File: src/rtl/dec_16bit_timer.sv
// Loadable down-counting timer with prescaler, start/stop/busy/done handshake
// and optional auto-reload; next count comes from a full-adder ripple decrementer.

module full_adder (
  input  logic a,
  input  logic b,
  input  logic cin,
  output logic sum,
  output logic cout
);
  assign sum  = a ^ b ^ cin;
  assign cout = (a & b) | (a & cin) | (b & cin);
endmodule

module dec_16bit_timer #(
  parameter int unsigned WIDTH    = 16,
  parameter int unsigned PRESCALE = 1
) (
  input  logic             clk,
  input  logic             rst,
  input  logic             load,
  input  logic [WIDTH-1:0] load_value,
  input  logic             start,
  input  logic             stop,
  input  logic             auto_reload,
  output logic [WIDTH-1:0] count,
  output logic             busy,
  output logic             done
);

  localparam int unsigned PW = (PRESCALE > 1) ? $clog2(PRESCALE) : 1;
  localparam logic [PW-1:0] PRESC_LAST = PW'(PRESCALE - 1);

  typedef enum logic {
    IDLE = 1'b0,
    RUN  = 1'b1
  } state_t;

  state_t           state_q, state_d;
  logic [WIDTH-1:0] count_q, count_d;
  logic [WIDTH-1:0] reload_q, reload_d;
  logic [PW-1:0]    presc_q, presc_d;
  logic             busy_q, busy_d;
  logic             done_q, done_d;

  // Ripple decrement: count + all-ones with cin=0; final carry-out is discarded.
  logic [WIDTH-1:0] dec_value;
  logic [WIDTH:0]   carry;
  logic             dec_carry_unused;

  assign carry[0] = 1'b0;

  for (genvar i = 0; i < WIDTH; i++) begin : g_dec
    full_adder u_fa (
      .a    (count_q[i]),
      .b    (1'b1),
      .cin  (carry[i]),
      .sum  (dec_value[i]),
      .cout (carry[i+1])
    );
  end

  assign dec_carry_unused = carry[WIDTH];

  logic [WIDTH-1:0] eff_count;
  logic             tick;

  assign eff_count = load ? load_value : count_q;
  assign tick      = (presc_q == PRESC_LAST);

  always_comb begin
    state_d  = state_q;
    count_d  = count_q;
    reload_d = reload_q;
    presc_d  = presc_q;
    done_d   = 1'b0;

    if (load) begin
      count_d  = load_value;
      reload_d = load_value;
      presc_d  = '0;
    end

    unique case (state_q)
      IDLE: begin
        if (start) begin
          if (eff_count == '0) begin
            done_d = 1'b1;
          end else begin
            state_d = RUN;
            presc_d = '0;
          end
        end
      end
      RUN: begin
        // A load this cycle pre-empts stop, expiry and the decrement.
        if (!load) begin
          if (stop) begin
            state_d = IDLE;
            presc_d = '0;
          end else if (count_q == '0) begin
            done_d  = 1'b1;
            state_d = IDLE;
          end else if (tick) begin
            presc_d = '0;
            if (count_q == WIDTH'(1)) begin
              done_d = 1'b1;
              if (auto_reload) begin
                count_d = reload_q;
              end else begin
                count_d = '0;
                state_d = IDLE;
              end
            end else begin
              count_d = dec_value;
            end
          end else begin
            presc_d = presc_q + PW'(1);
          end
        end
      end
      default: state_d = IDLE;
    endcase

    busy_d = (state_d == RUN);
  end

  always_ff @(posedge clk or posedge rst) begin
    if (rst) begin
      state_q  <= IDLE;
      count_q  <= '0;
      reload_q <= '0;
      presc_q  <= '0;
      busy_q   <= 1'b0;
      done_q   <= 1'b0;
    end else begin
      state_q  <= state_d;
      count_q  <= count_d;
      reload_q <= reload_d;
      presc_q  <= presc_d;
      busy_q   <= busy_d;
      done_q   <= done_d;
    end
  end

  assign count = count_q;
  assign busy  = busy_q;
  assign done  = done_q;

endmodule

File: config.mk
export PLATFORM = sky130hd
export DESIGN_NAME = dec_16bit_timer
export DESIGN_NICKNAME = d
export VERILOG_FILES = /design/src/rtl/dec_16bit_timer.sv
export SDC_FILE = /design/constraint.sdc
export NUM_CORES = 1
export LEC_CHECK = 0
export ABC_AREA = 1
export ABC_CLOCK_PERIOD_IN_PS = 4750
export CAP_MARGIN = 10
export CORE_ASPECT_RATIO = 2
export CORE_UTILIZATION = 50
export CTS_CLUSTER_SIZE = 28
export DETAILED_ROUTE_END_ITERATION = 7
export GPL_TIMING_DRIVEN = 0
export MAX_ROUTING_LAYER = met4
export PLACE_DENSITY = 0.76
export SLEW_MARGIN = 20
export SYNTH_ARGS = -nofsm -noshare
export SYNTH_HDL_FRONTEND = slang
export SYNTH_SLANG_ARGS = --single-unit
export TNS_END_PERCENT = 10
File: constraint.sdc
create_clock -name clk -period 4.75 [get_ports clk]
set_input_delay 0.95 -clock clk [delete_from_list [all_inputs] [get_ports clk]]
set_output_delay 0.95 -clock clk [all_outputs]
set_load 0.005 [all_outputs]
Word level (Yosys, flattened, before mapping)
Cells that the tools add are included.
{"block": "op_classes", "reduce_logical": 2, "bitwise_logic": 74, "n_mux": 33, "n_eq_ne": 1, "add_sub_neg": 1}
{"cell": "two-way mux 16 bit", "n": 8}
{"cell": "zero test 16 bit", "n": 2}
{"cell": "OR 1 bit", "n": 28}
{"cell": "two-way mux 1 bit", "n": 22}
{"cell": "NOT 1 bit", "n": 17}
{"cell": "== test 16 x 1 -> 1 bit (second input constant)", "n": 1}
{"cell": "XOR 1 bit", "n": 15}
{"cell": "bitwise AND 1 bit", "n": 14}
{"cell": "one-hot mux 1 bit (2 select lines)", "n": 3}
{"cell": "adder 1 bit (second input constant)", "n": 1}
{"block": "totals", "wordCells": 116, "in_bits": 22, "reg_bits": 35}

Logic depth before layout (Yosys ltp)
{"block": "logic_depth", "word_depth": 49, "depth_mapped": 20, "ltp_nobuf": 20}

Modules after synthesis
Synthesis repeated with hierarchy kept, for this count alone.
{"block": "unflattened", "hier_cells": 293, "area_unflattened_um2": 2228.4}
{"module": "dec_16bit_timer", "cells_each": 277, "area_per_inst_um2": 1908.1, "seq_area_each_um2": 875.8, "instances": 1}
{"module": "full_adder", "cells_each": 1, "area_per_inst_um2": 20.0, "seq_area_each_um2": 0.0, "instances": 16}

Least setup slack after synthesis
Ideal clock, no wire load.
{"block": "synth_timing", "kind": "flip-flop to flip-flop", "from": "register count_q[0], in the netlist count[0]", "to": "register count_q[15], in the netlist count[15]", "arrival_time_ps": 3535, "setup_ps": 113, "t_required_ps": 4637, "slack_ps": 1102, "path_stages_with_launch": 21, "path_buffers": 0, "period_less_slack_ps": 3648, "path_cell_list": "dfrtp_1 > inv_1 > ha_1 > ha_1 > ha_1 > ha_1 > ha_1 > ha_1 > ha_1 > ha_1 > ha_1 > ha_1 > ha_1 > ha_1 > ha_1 > ha_1 > or2_2 > nand3_1 > nand3_1 > nand2_1 > inv_1"}
{"block": "synth_via", "elab_chain_cells": 49, "word_cells_on_any_way": 51}
{"item": "from (decl)", "line_no": "40", "text": "logic [WIDTH-1:0] count_q, count_d;"}
{"item": "from (signal assigned)", "line_no": "138", "text": "count_q <= count_d;"}
{"item": "bitwise AND 1 bit", "line_no": "12", "text": "assign cout = (a & b) | (a & cin) | (b & cin);"}
{"item": "OR 1 bit (2 in series)", "line_no": "12"}
{"item": "bitwise AND 1 bit", "line_no": "12"}
{"item": "OR 1 bit (2 in series)", "line_no": "12"}
{"item": "bitwise AND 1 bit", "line_no": "12"}
{"item": "OR 1 bit (2 in series)", "line_no": "12"}
{"item": "bitwise AND 1 bit", "line_no": "12"}
{"item": "OR 1 bit (2 in series)", "line_no": "12"}
{"item": "[... 30 more ...]"}
{"item": "XOR 1 bit", "line_no": "11", "text": "assign sum = a ^ b ^ cin;"}
{"item": "two-way mux 16 bit", "line_no": "106", "text": "if (count_q == WIDTH'(1)) begin"}
{"item": "two-way mux 16 bit", "line_no": "104", "text": "end else if (tick) begin"}
{"item": "two-way mux 16 bit *", "line_no": "101", "text": "end else if (count_q == '0) begin"}
{"item": "two-way mux 16 bit *", "line_no": "98", "text": "if (stop) begin"}
{"item": "two-way mux 16 bit *", "line_no": "97", "text": "if (!load) begin"}
{"item": "two-way mux 16 bit *", "line_no": "84", "text": "unique case (state_q)"}
{"item": "via count_d[15]", "line_no": "40"}
Mark *: on every way through the listed nets, which the timed path passes. The rest lies on a longest branch.
A chain may end at the register's enable or synchronous reset.

Worst setup path after layout
Ends and elaborated chain as after synthesis.

==> results.toml <==
[hold_path]
worstHoldStart = "reload_q[11]$_DFFE_PP0P_"
min_delay_path_depth = 2
hp-class = "reg -> reg"
hold_end = "reload_q[11]$_DFFE_PP0P_"

[layout]
areaGrowthSynthToFinish_pct = 22.7
layout_commonest_cell = "nand2_1"
finalNonFillerCells = 424
layout.area.seq_um2 = 876
n_fill_cell = 443
nets = 406
diodes = 0
multi_input_area_um2 = 1090
drive_above_1_share_pct = 12.5
final_cell_mix = "nand2_1 (115), inv_1 (49), clkdlybuf4s50_1 (38)"
post-route-util_pct = 63.6

[synthesis]
synth_top_area_share_pct = 37.1
synth_xor_area_share_pct = 0
syn_nets = 361
synth_cell_types = 23
ys_warn_count = 0
synth_top_family_by_area = "simple AND/OR/NAND/NOR gates"
muxShareOfSynthArea_pct = 0
synth_top_area_cell = "dfrtp_1"
syn_inst = 324
ys_seq_area_share_pct = 37.1
synth_compound_area_share_pct = 5.35
syn_area_um2 = 2360
synthSimpleGateAreaFrac_pct = 32.9
post_synth.cell_area_avg_um2 = 7.29
synth_fa_ha_area_share_pct = 7.95
synth_area_leaders = "dfrtp_1 (37%), nand2_1 (18%), ha_1 (7.9%), inv_1 (7.9%), buf_4 (5.4%)"
ys_ff_latch = 35

[timing]
fmax_mhz = 254
worst_pin_slew_ns = 0.762
fin_crit_sh_pct = 82.8
final-max-slew-violation-count = 0
setup_slack_ns = 0.815
hold_viol_final = 0
hold-worst-slack_ns = 0.481
finalCriticalPeriod_ns = 3.93
fin_skew_ns = 0.00694
final-setup-viol-count = 0
slew_headroom_pct = 49.1
tns_ns = 0
rsz0062_at_grt = "false"

[clock_tree]
cts_tree = "yes"
cts_resized = 0
clock_sinks = 35
cts_setup_buffers = 0
cts_buffers = 5
clk_latency_ns = 0.29
ctsHtreeMaxLevel = 2
clockBufferDepth = 2
cts-root-buf = "clkbuf_8"
hold_buffers = 0
clk_pin_slew_ns = 0.07

[setup_path]
crit_type = "reg -> reg"
end_kind = "register"
worstPathArrival_ns = 4.13
crit_path_start_kind = "register"
cp_max_fo = 3
cp.required_ns = 4.95
rr_startpoint = "count[0]$_DFF_PP0_"
ff2ff_setup_slack_ns = 0.82
ff2ff_path_depth = 20
reg2reg_to = "count[15]$_DFF_PP0_"

[global_routing]
grt_start_max_net_pins = 36
grt_use_total_pct = 25.4
grt_overflow = 0
grt_antenna_before_repair = 0
grt_pass1_wl_mm = 9.29
grt_pass1_vias = 2086

[place]
place.detailed.instances = 417
dp_slack_ns = 0.826
dp_hpwl_mm = 4.20
portBuffers = 38
gp_congestion = 0.896

[detailed_routing]
ant_nets = 0
drt_iter0_drc = 97
wire_per_inst_um = 13.1
first_pass_iters = 4
vias = 2103
drc_errors = 0
viasPerCell = 4.96
wl_mm = 5.55

[floorplan]
io_pins = 40
dieHeight_um = 99.2
dieWidth_um = 50.6
num_rows = 35
start_util_pct = 51.8
die-area_um2 = 5020
core_um2 = 4550

[outcome]
status = "finished clean"

[power_and_ir_drop]
p_leak_nw = 1.62
ir_worst_vdd_v = 0.000212
p_per_area_nw_per_um2 = 307

[flow_run]
cap_violations = 0
[sequential cells by signal, summed over array words and instances (netlist names)]
| register | cells |
|---|---|
| busy | 1 |
| count | 16 |
| done | 1 |
| presc_q | 1 |
| reload_q | 16 |
[where the power goes]
group | internal (W) | leakage, nW | switching (W)
sequential | 0.000337 | 0.424 | 0.0000296
clock | 0.000114 | 0.0470 | 0.000109
combinational | 0.000159 | 1.15 | 0.000140
[cells in the mapped netlist (all sizes together)]
| library cell | count |
|---|---|
| clkinv | 1 |
| dfrtp | 35 |
| o21ai | 19 |
| inv | 50 |
| nand3 | 16 |
| nor3 | 1 |
| nand4 | 1 |
| buf | 26 |
| ha | 15 |
| a21oi | 4 |
| or2 | 16 |
| nor2 | 22 |
| nand2 | 117 |
| nand3b | 1 |
[cell type report]
class	count	share of cell area, %
multi-input cells	212	37.6
flip-flops and latches	35	30.2
repair buffers	38	13.1
plain buffers	26	7.04
inverters	51	6.61
clock buffers	6	2.85
well taps	55	2.37
clock inverters	1	0.173
[cells by family after synthesis]
group	count (synthesis)
and+or+nand+nor	174
DFF	35
AOI/OAI and AO/OA	23
adders and majority gates	15
buffers and inverters	77
[per-layer routing]
layer	wire, um	GRT usage (%)
met1	2030	25.7
met2	3100	45.1
met3	226	2.75
met4	197	15.4
met5	0	-
[worst max-delay path, stage by stage, from the launching register on]
cell and delay (ns):
dfrtp_1 0.37, inv_1 0.07, ha_1 0.23, ha_1 0.21, ha_1 0.20, ha_1 0.20
ha_1 0.20, ha_1 0.20, ha_1 0.19, ha_1 0.21, ha_1 0.20, ha_1 0.21
ha_1 0.20, ha_1 0.20, ha_1 0.21, ha_1 0.22, or2_2 0.28, nand3_1 0.08
nand3_1 0.08, nand2_1 0.06, inv_1 0.03
[how the worst max path moves through the flow]
stage                       start                   to  slack [ns]  cells after the start
2_1_floorplan  count[0]$_DFF_PP0_  count[15]$_DFF_PP0_        1.10                     20
3_3_place_gp   count[0]$_DFF_PP0_  count[15]$_DFF_PP0_        0.86                     20
5_1_grt        count[0]$_DFF_PP0_  count[15]$_DFF_PP0_        0.64                     20
4_1_cts        count[0]$_DFF_PP0_  count[15]$_DFF_PP0_        0.80                     20
6_report       count[0]$_DFF_PP0_  count[15]$_DFF_PP0_        0.82                     20
3_5_place_dp   count[0]$_DFF_PP0_  count[15]$_DFF_PP0_        0.83                     20
[metrics by stage]
stage	area [um2]	total power, W
4_1_cts	2900	0.000892
2_1_floorplan	2360	0.000556
3_3_place_gp	2810	0.000661
5_1_grt	2900	0.000944
6_report	2900	0.000888
3_5_place_dp	2810	0.000672
Note: power is estimated with default switching activity, not from simulation.
